## src/rtl/text_vram_writer.sv

```systemverilog
// text_vram_writer: character-stream writer that places glyph bytes into a 32-bit text VRAM and keeps a hardware cursor.
//
// Ports:
//   axi_aclk, axi_aresetn   clock and asynchronous active-low reset
//   char_valid, char_data   character handshake input; char_data[7] is the invert attribute
//   char_ready              high while idle; a character transfers on valid && ready
//   vram_we, vram_addr      one-cycle write strobe and word address
//   vram_wdata, vram_be     byte replicated into all lanes, one-hot (or full) byte enables
//   cursor_col, cursor_row  current cursor position
//   busy                    high during a glyph write or a screen clear
module text_vram_writer #(
   parameter int COLS = 80,
   parameter int ROWS = 30
) (
   input  logic        axi_aclk,
   input  logic        axi_aresetn,
   input  logic        char_valid,
   input  logic [7:0]  char_data,
   output logic        char_ready,
   output logic        vram_we,
   output logic [11:0] vram_addr,
   output logic [31:0] vram_wdata,
   output logic [3:0]  vram_be,
   output logic [6:0]  cursor_col,
   output logic [4:0]  cursor_row,
   output logic        busy
);
   localparam int WORDS = COLS * ROWS / 4;
   localparam logic [11:0] LAST_ADDR = 12'(WORDS - 1);
   localparam logic [11:0] ROW_WORDS = 12'(COLS / 4);
   localparam logic [6:0]  COL_MAX   = 7'(COLS - 1);
   localparam logic [4:0]  ROW_MAX   = 5'(ROWS - 1);

   typedef enum logic [1:0] {IDLE, WRITE, CLEAR} state_t;

   state_t      state_q, state_d;
   logic [6:0]  col_q, col_d;
   logic [4:0]  row_q, row_d;
   logic        we_q, we_d;
   logic [11:0] addr_q, addr_d;
   logic [31:0] wdata_q, wdata_d;
   logic [3:0]  be_q, be_d;

   logic [6:0]  code;
   logic        printable;
   logic [4:0]  row_inc;
   logic [11:0] cell_addr;

   assign code      = char_data[6:0];
   assign printable = (code >= 7'h20) && (code <= 7'h7E);
   // no scrolling: moving past the last row wraps back to the top
   assign row_inc   = (row_q == ROW_MAX) ? 5'd0 : row_q + 5'd1;
   assign cell_addr = {7'd0, row_q} * ROW_WORDS + {7'd0, col_q[6:2]};

   always_comb begin
      state_d = state_q;
      col_d   = col_q;
      row_d   = row_q;
      we_d    = 1'b0;
      addr_d  = addr_q;
      wdata_d = wdata_q;
      be_d    = be_q;
      case (state_q)
         IDLE: begin
            if (char_valid) begin
               if (printable) begin
                  state_d = WRITE;
                  we_d    = 1'b1;
                  addr_d  = cell_addr;
                  be_d    = 4'b0001 << col_q[1:0];
                  wdata_d = {4{char_data}};
                  col_d   = (col_q == COL_MAX) ? 7'd0 : col_q + 7'd1;
                  row_d   = (col_q == COL_MAX) ? row_inc : row_q;
               end else begin
                  case (code)
                     7'h0A: begin
                        col_d = 7'd0;
                        row_d = row_inc;
                     end
                     7'h0D: col_d = 7'd0;
                     7'h08: col_d = (col_q != 7'd0) ? col_q - 7'd1 : col_q;
                     7'h0C: begin
                        state_d = CLEAR;
                        we_d    = 1'b1;
                        addr_d  = 12'd0;
                        wdata_d = 32'h0;
                        be_d    = 4'hF;
                     end
                     default: ;
                  endcase
               end
            end
         end
         WRITE: state_d = IDLE;
         CLEAR: begin
            // the strobe for addr_q is on the bus this cycle; stop after the last word
            if (addr_q == LAST_ADDR) begin
               state_d = IDLE;
               col_d   = 7'd0;
               row_d   = 5'd0;
            end else begin
               we_d   = 1'b1;
               addr_d = addr_q + 12'd1;
            end
         end
         default: state_d = IDLE;
      endcase
   end

   always_ff @(posedge axi_aclk or negedge axi_aresetn) begin
      if (!axi_aresetn) begin
         state_q <= IDLE;
         col_q   <= 7'd0;
         row_q   <= 5'd0;
         we_q    <= 1'b0;
         addr_q  <= 12'd0;
         wdata_q <= 32'h0;
         be_q    <= 4'h0;
      end else begin
         state_q <= state_d;
         col_q   <= col_d;
         row_q   <= row_d;
         we_q    <= we_d;
         addr_q  <= addr_d;
         wdata_q <= wdata_d;
         be_q    <= be_d;
      end
   end

   assign char_ready = (state_q == IDLE);
   assign busy       = !char_ready;
   assign vram_we    = we_q;
   assign vram_addr  = addr_q;
   assign vram_wdata = wdata_q;
   assign vram_be    = be_q;
   assign cursor_col = col_q;
   assign cursor_row = row_q;
endmodule

```

## config.mk

```make
export PLATFORM = sky130hd
export DESIGN_NAME = text_vram_writer
export DESIGN_NICKNAME = d
export VERILOG_FILES = /design/src/rtl/text_vram_writer.sv
export SDC_FILE = /design/constraint.sdc
export NUM_CORES = 1
export LEC_CHECK = 0
export BUFFER_PORTS_ARGS = -buffer_cell sky130_fd_sc_hd__buf_2
export CAP_MARGIN = 15
export CELL_PAD_IN_SITES_DETAIL_PLACEMENT = 2
export CELL_PAD_IN_SITES_GLOBAL_PLACEMENT = 2
export CORE_MARGIN = 5
export CORE_UTILIZATION = 29
export CTS_BUF_LIST = sky130_fd_sc_hd__clkbuf_16
export CTS_CLUSTER_DIAMETER = 120
export DETAILED_ROUTE_END_ITERATION = 8
export PLACE_DENSITY_LB_ADDON = 0.25
export SYNTH_ARGS = -nofsm -noshare
export SYNTH_HDL_FRONTEND = slang
export SYNTH_SLANG_ARGS = --single-unit
```

## constraint.sdc

```tcl
create_clock -name axi_aclk -period 2.5 [get_ports axi_aclk]
set_input_delay 0 -clock axi_aclk [delete_from_list [all_inputs] [get_ports axi_aclk]]
set_output_delay 0 -clock axi_aclk [all_outputs]
set_load 0.03 [all_outputs]
```

==> summary.md, run 1 <==
| Metric | Value |
|---|---|
| FF+latch area | `980 um2` |
| Slew HR | `35.3%` |
| Max Fclk | `415 MHz` |
| Final wirelength | `10400 um` |
| Largest net degree at the start of global routing | `40` |
| Vias in the first global route | `3144` |
| Top cell type by total area after synthesis | `dfrtp_1` |
| Crit path capture type | `flip-flop` |
| Worst R2R End | `vram_addr[9]` |
| Slew @ Worst Pin | `0.971 ns` |
| # setup viols final | `0` |
| Top cells by area, synth | `dfrtp_1, ha_1, buf_4, a21oi_1, a22o_1` |
| Die Wd | `113 um` |
| CTS tree | `yes` |
| First-pass GRT wire length | `17500 um` |
| Mapped Avg Cell Area | `9.27 um2` |
| Min-Delay Endpoint | `vram_wdata[29]` |
| Clock root buffer | `clkbuf_16` |
| Worst R2R Start | `cursor_row[1]` |
| Vias | `2887` |
| Seq cells post-synth | `39` |
| H-tree depth | `2` |
| DR iter-0 viols | `115` |
| Cell Rows | `37` |
| Final Cycle Share | `96.5%` |
| Reg2Reg Depth | `8` |
| Max IR drop VDD | `0.000353 V` |
| Ports | `74` |
| Initial Util | `29.8%` |
| DP Wirelength | `8010 um` |
| RD Place Congestion | `0.772` |
| Final instance area | `3660 um2` |
| Pwr dens | `938 nW/um2` |
| Critical Path AT | `2.57 ns` |
| Inserted Diodes | `0` |
| Routed Antenna Nets | `0` |
| Fin. max-slew vios | `0` |
| Proportion of layout cells with a drive suffix above 1 | `31.1%` |
| First-pass detailed-route iteration total | `4` |
| Mapped Area | `3090 um2` |
| Die height | `113 um` |
| Initial antenna violation count | `0` |
| Area of the die | `12800 um2` |
| Path category of the worst min-delay check | `in -> reg` |
| Latest clock arrival within the worst-skew pair | `0.28 ns` |
| Top_reg_cell synth | `dfrtp_1` |
| Core Footprint | `10400 um2` |
| Top cell type's share of synthesized area | `31.6%` |
| Sequential area share after synthesis | `31.6%` |
| IO Port Bufs | `73` |
| DRC viols | `0` |
| Nets | `421` |
| Min Tclk post-route | `2.41 ns` |
| Post-synthesis async set-or-reset flop share | `100%` |
| Total CTS buffers | `5` |
| Unique masters post-synth | `66` |
| Crit-path max FO | `4` |
| Leak | `0.00167 uW` |
| Final hold violations | `0` |
| Final setup skew | `0.00650 ns` |
| Status | `finished clean` |
| Synth cell count leaders | `dfrtp_1, a21oi_1, buf_4` |
| Vias per cell | `5.47` |
| Post-placement cell area | `3490 um2` |
| Post-synth EDFFs | `0` |
| Max Cap Viol | `0` |
| Sink Count | `39` |
| Global route overflow | `0` |
| Synth warn | `0` |
| Hold Crit Start | `char_data[5]` |
| Top-count cell post-synth | `dfrtp_1` |
| Clk pin slew, worst setup/hold paths | `0.06 ns` |
| Synthesis-to-finish area growth | `18.4%` |
| FF-to-FF setup slack | `0.09 ns` |
| WL per Instance | `19.7 um` |
| Fillers | `1215` |
| Hold path depth | `3` |
| Syn Inst Count | `333` |
| Overall power | `3430 uW` |
| Startpoint types | `flip-flop` |
| WS Path Type | `reg -> reg` |
| Required @ worst endpoint | `2.66 ns` |
| Bufs on Longest Clock Path | `2` |
| GR Util All Layers | `16.8%` |
| Area of the multi-input gates | `1830 um2` |
| Syn_nets | `363` |
## per-layer routing
layer	track usage (%)	part of all wire [%]	wire length, um
met1	23.3	48	4970
met2	27.9	48	4960
met3	2.19	3.9	404
met4	3.29	0.79	82
met5	0	0	0
## state kept, by name, indices dropped and copies added (netlist names)
name        flops
cursor_col      7
cursor_row      5
state_q         2
vram_addr      12
vram_be         4
vram_wdata      8
vram_we         1
## kinds of logic (layout without fill, tap and decap cells)
family	Yosys count	in the layout	synth area share [%]
compound gates	107	107	25.7
mux	5	5	2.15
flops	39	39	31.6
buf+inv	51	110	9.93
simple gates	106	106	20.3
xor+xnor	6	6	2.15
fa+ha+maj	19	19	8.18
## cells in the final DEF (no fill, tap or decap), types with 6 or more instances in the layout
master	instances
buf_2	73
nand2_1	12
a22o_1	10
o21ai_0	12
and2_1	6
inv_1	14
nor3_1	9
buf_4	13
a21oi_1	27
o22a_1	7
and3_1	8
dfrtp_1	36
nand3_1	15
ha_1	15
nor2_1	20
## worst max-delay path, stage by stage, from the launching register on
cell	delay (ns)
dfrtp_2	0.43
ha_4	0.27
ha_2	0.19
fa_2	0.49
and3_1	0.18
a32oi_2	0.18
nor4_1	0.07
o21a_1	0.18
o32a_1	0.32
## layout make-up
| class | instances | area share (%) |
|---|---|---|
| multi-input cells | 243 | 50.1 |
| flip-flops and latches | 39 | 26.8 |
| repair buffers | 88 | 13.2 |
| well taps | 136 | 4.65 |
| clock buffers | 5 | 3.42 |
| inverters | 14 | 1.44 |
| clock inverters | 3 | 0.445 |
## worst max-delay path by stage
| stage | endpoint | from | depth (start not counted) |
|---|---|---|---|
| after floorplan | vram_addr[9] | cursor_row[3] | 8 |
| after global placement | vram_addr[9] | cursor_row[3] | 8 |
| after detailed placement | vram_addr[8] | cursor_row[3] | 8 |
| after CTS | vram_addr[9] | cursor_row[3] | 8 |
| after global routing | vram_addr[9] | cursor_row[1] | 8 |
| final | vram_addr[9] | cursor_row[1] | 8 |
## where the power goes
group | leakage [uW] | switching, uW | internal (uW) | total, uW
Clock | 0.0000710 | 266 | 365 | 631
Sequential | 0.000475 | 243 | 796 | 1040
Combinational | 0.00112 | 1130 | 632 | 1760
## metrics by stage
| step | TNS, ns | utilization (%) | setup WS [ns] | hold slack (ns) | std cells |
|---|---|---|---|---|---|
| detailed placement | -0.0173 | 33.6 | -0.0173 | 0.219 | 517 |
| floorplan | 0 | - | 0.0333 | -0.296 | 333 |
| global placement | 0 | 33.6 | 0.0954 | 0.215 | 517 |
| finish | 0 | 35.3 | 0.0886 | 0.0382 | 528 |
| CTS | 0 | 35.2 | 0.00210 | 0.0312 | 527 |
| global route | -0.0110 | 35.3 | -0.0110 | 0.0548 | 528 |
## timing repair
item	4_1_cts	5_1_grt
endpoints found under the setup margin	0	2
setup buffers	0	1
resized for setup	0	1
endpoints found under the hold margin	40	0
hold buffers	2	0
Power figures use the tool's default switching activity.
==> inputs of run 2 (changes only) <==
--- a/config.mk
+++ b/config.mk
@@ -5,12 +5,13 @@
 export SDC_FILE = /design/constraint.sdc
 export NUM_CORES = 1
 export LEC_CHECK = 0
+export ABC_AREA = 1
 export BUFFER_PORTS_ARGS = -buffer_cell sky130_fd_sc_hd__buf_2
 export CAP_MARGIN = 15
 export CELL_PAD_IN_SITES_DETAIL_PLACEMENT = 2
 export CELL_PAD_IN_SITES_GLOBAL_PLACEMENT = 2
 export CORE_MARGIN = 5
-export CORE_UTILIZATION = 29
+export CORE_UTILIZATION = 27
 export CTS_BUF_LIST = sky130_fd_sc_hd__clkbuf_16
 export CTS_CLUSTER_DIAMETER = 120
 export DETAILED_ROUTE_END_ITERATION = 8
==> summary.md, run 2 <==
| Metric | Value |
|---|---|
| Status | `finished clean` |
| Adder-cell share of the synthesized area | `8.04% (-0.15 points)` |
| Max Cap Viol | `0 (unchanged)` |
| Post-synthesis async set-or-reset flop share | `100% (unchanged)` |
| Post-placement cell area | `3490 um2 (+0.25%)` |
| Final TNS setup | `0 ns (unchanged)` |
| Top_reg_cell synth | `dfrtp_1` |
| # setup viols final | `0 (unchanged)` |
| Net load switching power | `2170 uW (+32%)` |
| Seq cells post-synth | `39 (unchanged)` |
| Pwr dens | `1140 nW/um2 (+21%)` |
| Crit path capture type | `flip-flop` |
| Sequential share of power | `26.5% (-3.8 points)` |
| Syn_nets | `460 (+27%)` |
| CTS tree | `yes` |
| Most frequent cells in the layout | `nand2_1, buf_2, inv_1` |
| Clock root buffer | `clkbuf_16` |
| Cell Rows | `39 (+5.4%)` |
| Final wirelength | `10200 um (-1.8%)` |
| Global route overflow | `0 (unchanged)` |
| Pre-CTS WS | `0.176 ns (+0.194 ns)` |
| Overall power | `4180 uW (+22%)` |
| First-pass detailed-route iteration total | `4 (unchanged)` |
| Top cells by area, synth | `dfrtp_1, nand2_1, ha_1, buf_4, nand3_1` |
| Required @ worst endpoint | `2.68 ns (+0.02 ns)` |
| Critical Path AT | `2.51 ns (-0.06 ns)` |
| Min Tclk post-route | `2.32 ns (-0.0901 ns)` |
| Unique masters post-synth | `38 (-42%)` |
| Clock Power Share | `15.2% (-3.2 points)` |
| Syn Inst Count | `430 (+29%)` |
| Die height | `118 um (+4.2%)` |
| Top cell type's share of synthesized area | `31.0% (-0.57 points)` |
| Switching fraction of total power | `51.9% (+4.1 points)` |
| Initial Util | `27.5% (-2.2 points)` |
| Proportion of layout cells with a drive suffix above 1 | `26.2% (-4.9 points)` |
| Fin cells | `632 (+20%)` |
| WL per Instance | `16.2 um (-18%)` |
| Post-synthesis compound-gate area fraction | `11.6% (-14 points)` |
| DR iter-0 viols | `86 (-25%)` |
| Max Fclk | `431 MHz (+3.9%)` |
| Post-synthesis xor/xnor area fraction | `2.79% (+0.64 points)` |
| Sink Count | `39 (unchanged)` |
| Final hold violations | `0 (unchanged)` |
| Startpoint types | `flip-flop` |
| Largest register FFs | `12 (unchanged)` |
| Leak | `0.00192 uW (+15%)` |
| Final setup skew | `0.00629 ns (-0.000203 ns)` |
| Mapped Area | `3140 um2 (+1.8%)` |
| Slew HR | `36.3% (+1.0 points)` |
| Sequential area share after synthesis | `31.0% (-0.57 points)` |
| GR Util All Layers | `14.9% (-1.8 points)` |
| DP Wirelength | `7810 um (-2.4%)` |
| Largest net degree at the start of global routing | `40 (unchanged)` |
| Synth warn | `0 (unchanged)` |
| Clk pin slew, worst setup/hold paths | `0.06 ns (about the same)` |
| Setup ws final | `0.179 ns (+0.0901 ns)` |
| WS Path Type | `reg -> reg` |
| Area of the die | `13900 um2 (+8.5%)` |
| Final Cycle Share | `92.9% (-3.6 points)` |
| Bufs on Longest Clock Path | `2 (unchanged)` |
| Simple-gate share of the synthesized area | `33.9% (+14 points)` |
| Mapped Avg Cell Area | `7.31 um2 (-21%)` |
| Final instance area | `3670 um2 (+0.34%)` |
| Commonest non-fill, non-tap cell in the layout | `nand2_1` |
| Initial antenna violation count | `0 (unchanged)` |
| Synthesis-to-finish area growth | `16.7%` |
| Crit-path max FO | `2 (-2)` |
| Core Footprint | `11400 um2 (+10%)` |
| Vias per cell | `4.80 (-12%)` |
| Placed cell count | `621 (+20%)` |
| Post-synth EDFFs | `0 (unchanged)` |
| Internal power | `2010 uW (+12%)` |
| H-tree depth | `2 (unchanged)` |
| RD Place Congestion | `0.796 (+3.1%)` |
| Inserted Diodes | `0 (unchanged)` |
| Vias | `3033 (+5.1%)` |
| Ports | `74 (unchanged)` |
| Path category of the worst min-delay check | `in -> reg` |
| Slew @ Worst Pin | `0.956 ns (-0.0154 ns)` |
| Latest clock arrival within the worst-skew pair | `0.29 ns (about the same)` |
| IO Port Bufs | `73 (unchanged)` |
| Main combinational cell family by area after synthesis | `simple AND/OR/NAND/NOR gates` |
| Synth cell count leaders | `nand2_1, dfrtp_1, inv_1` |
| Die Wd | `118 um (+4.2%)` |
| Top-count cell post-synth | `nand2_1` |
| Max IR drop VDD | `0.000313 V (-11%)` |
| First-pass GRT wire length | `17200 um (-1.3%)` |
| Vias in the first global route | `3330 (+5.9%)` |
| Routed Antenna Nets | `0 (unchanged)` |
| DRC viols | `0 (unchanged)` |
| Nets | `518 (+23%)` |
| Total CTS buffers | `5 (unchanged)` |
| Top cell type by total area after synthesis | `dfrtp_1` |
| Mux cell area share after synthesis | `0% (-2.1 points)` |
| Combinational group share of total power | `58.4% (+7.1 points)` |
| Fin. max-slew vios | `0 (unchanged)` |
-- run 2: cell count changes after synthesis, moves of 9 or more --
cell     before  now
a21oi_1      27    7
inv_1        13   39
nand2_1      12  130
nand2_2       0   10
nand3_1      15   37
nor2_1       20   30
o21ai_1       2   11
-- run 2: final cells by class --
type	instances	area, um2
Sequential cell	39	977
Tap cell	143	179
Clock inverter	3	12.5
Multi-Input combinational cell	318	1780
Inverter	42	158
Clock buffer	5	125
Fill cell	1382	7750
Timing Repair Buffer	82	438
-- run 2: layer usage --
| layer | wire [um] | GRT usage (%) | vias to the layer above |
|---|---|---|---|
| met4 | 113 | 3.51 | 0 |
| met3 | 287 | 2.79 | 6 |
| met2 | 5300 | 27.1 | 40 |
| met5 | 0 | 0 | - |
| met1 | 4540 | 18.1 | 1509 |
| li1 | - | - | 1478 |
-- run 2: cell families (layout without fill, tap and decap cells) --
kind of cell               count (synthesis)  in the layout
AOI/OAI and AO/OA                         56             56
and+or+nand+nor                          233            233
adders and majority gates                 19             19
DFF                                       39             39
buffers and inverters                     73            132
xor gates and xnor gates                  10             10
-- run 2: worst paths after layout --
kind	from	endpoint	slack, ns	depth (start not counted)
setup / recovery	cursor_row[1]	vram_addr[7]	0.18	12
hold reg to reg	vram_be[0]	vram_be[0]	0.51	1
min in group asynchronous	axi_aresetn	vram_addr[10]	0.40	2
hold / removal	char_data[3]	vram_wdata[27]	0.008	2
setup reg to reg	cursor_row[1]	vram_addr[7]	0.18	12
max in group asynchronous	axi_aresetn	cursor_row[2]	1.44	2
-- run 2: power by group through the flow --
stage / Sequential [uW] / Combinational [uW] / Clock (uW)
after floorplan: 1460 / 1430 / 0
after global placement: 1110 / 2320 / 0
after detailed placement: 1130 / 2400 / 0
after CTS: 1120 / 2430 / 649
after global routing: 1160 / 2700 / 677
final: 1110 / 2440 / 633
-- run 2: per-stage QoR --
step | util [%] | hold WS [ns]
4_1_cts | 32.0 | 0.00217
6_report | 32.1 | 0.00803
3_5_place_dp | 30.6 | 0.220
5_1_grt | 32.1 | 0.0185
2_1_floorplan | - | -0.296
3_3_place_gp | 30.6 | 0.215
-- run 2: timing repair --
item | in CTS | in global routing
endpoints found under the setup margin | 0 | 2
gates resized for setup | 0 | 4
endpoints found under the hold margin | 40 | 0
buffers inserted | 0 | 1
hold buffers | 2 | 0
-- run 2: worst max-delay path, cell delays in order, from the launching register on --
cell and delay [ns]:
dfrtp_1 0.38, ha_1 0.31, ha_2 0.22, fa_2 0.55, nand2_1 0.07, nor2_1 0.12, nand2_1 0.10, a21oi_2 0.17
nor2_1 0.07, nand2_1 0.07, nand2_1 0.06, nand2_1 0.06, nand2_1 0.05
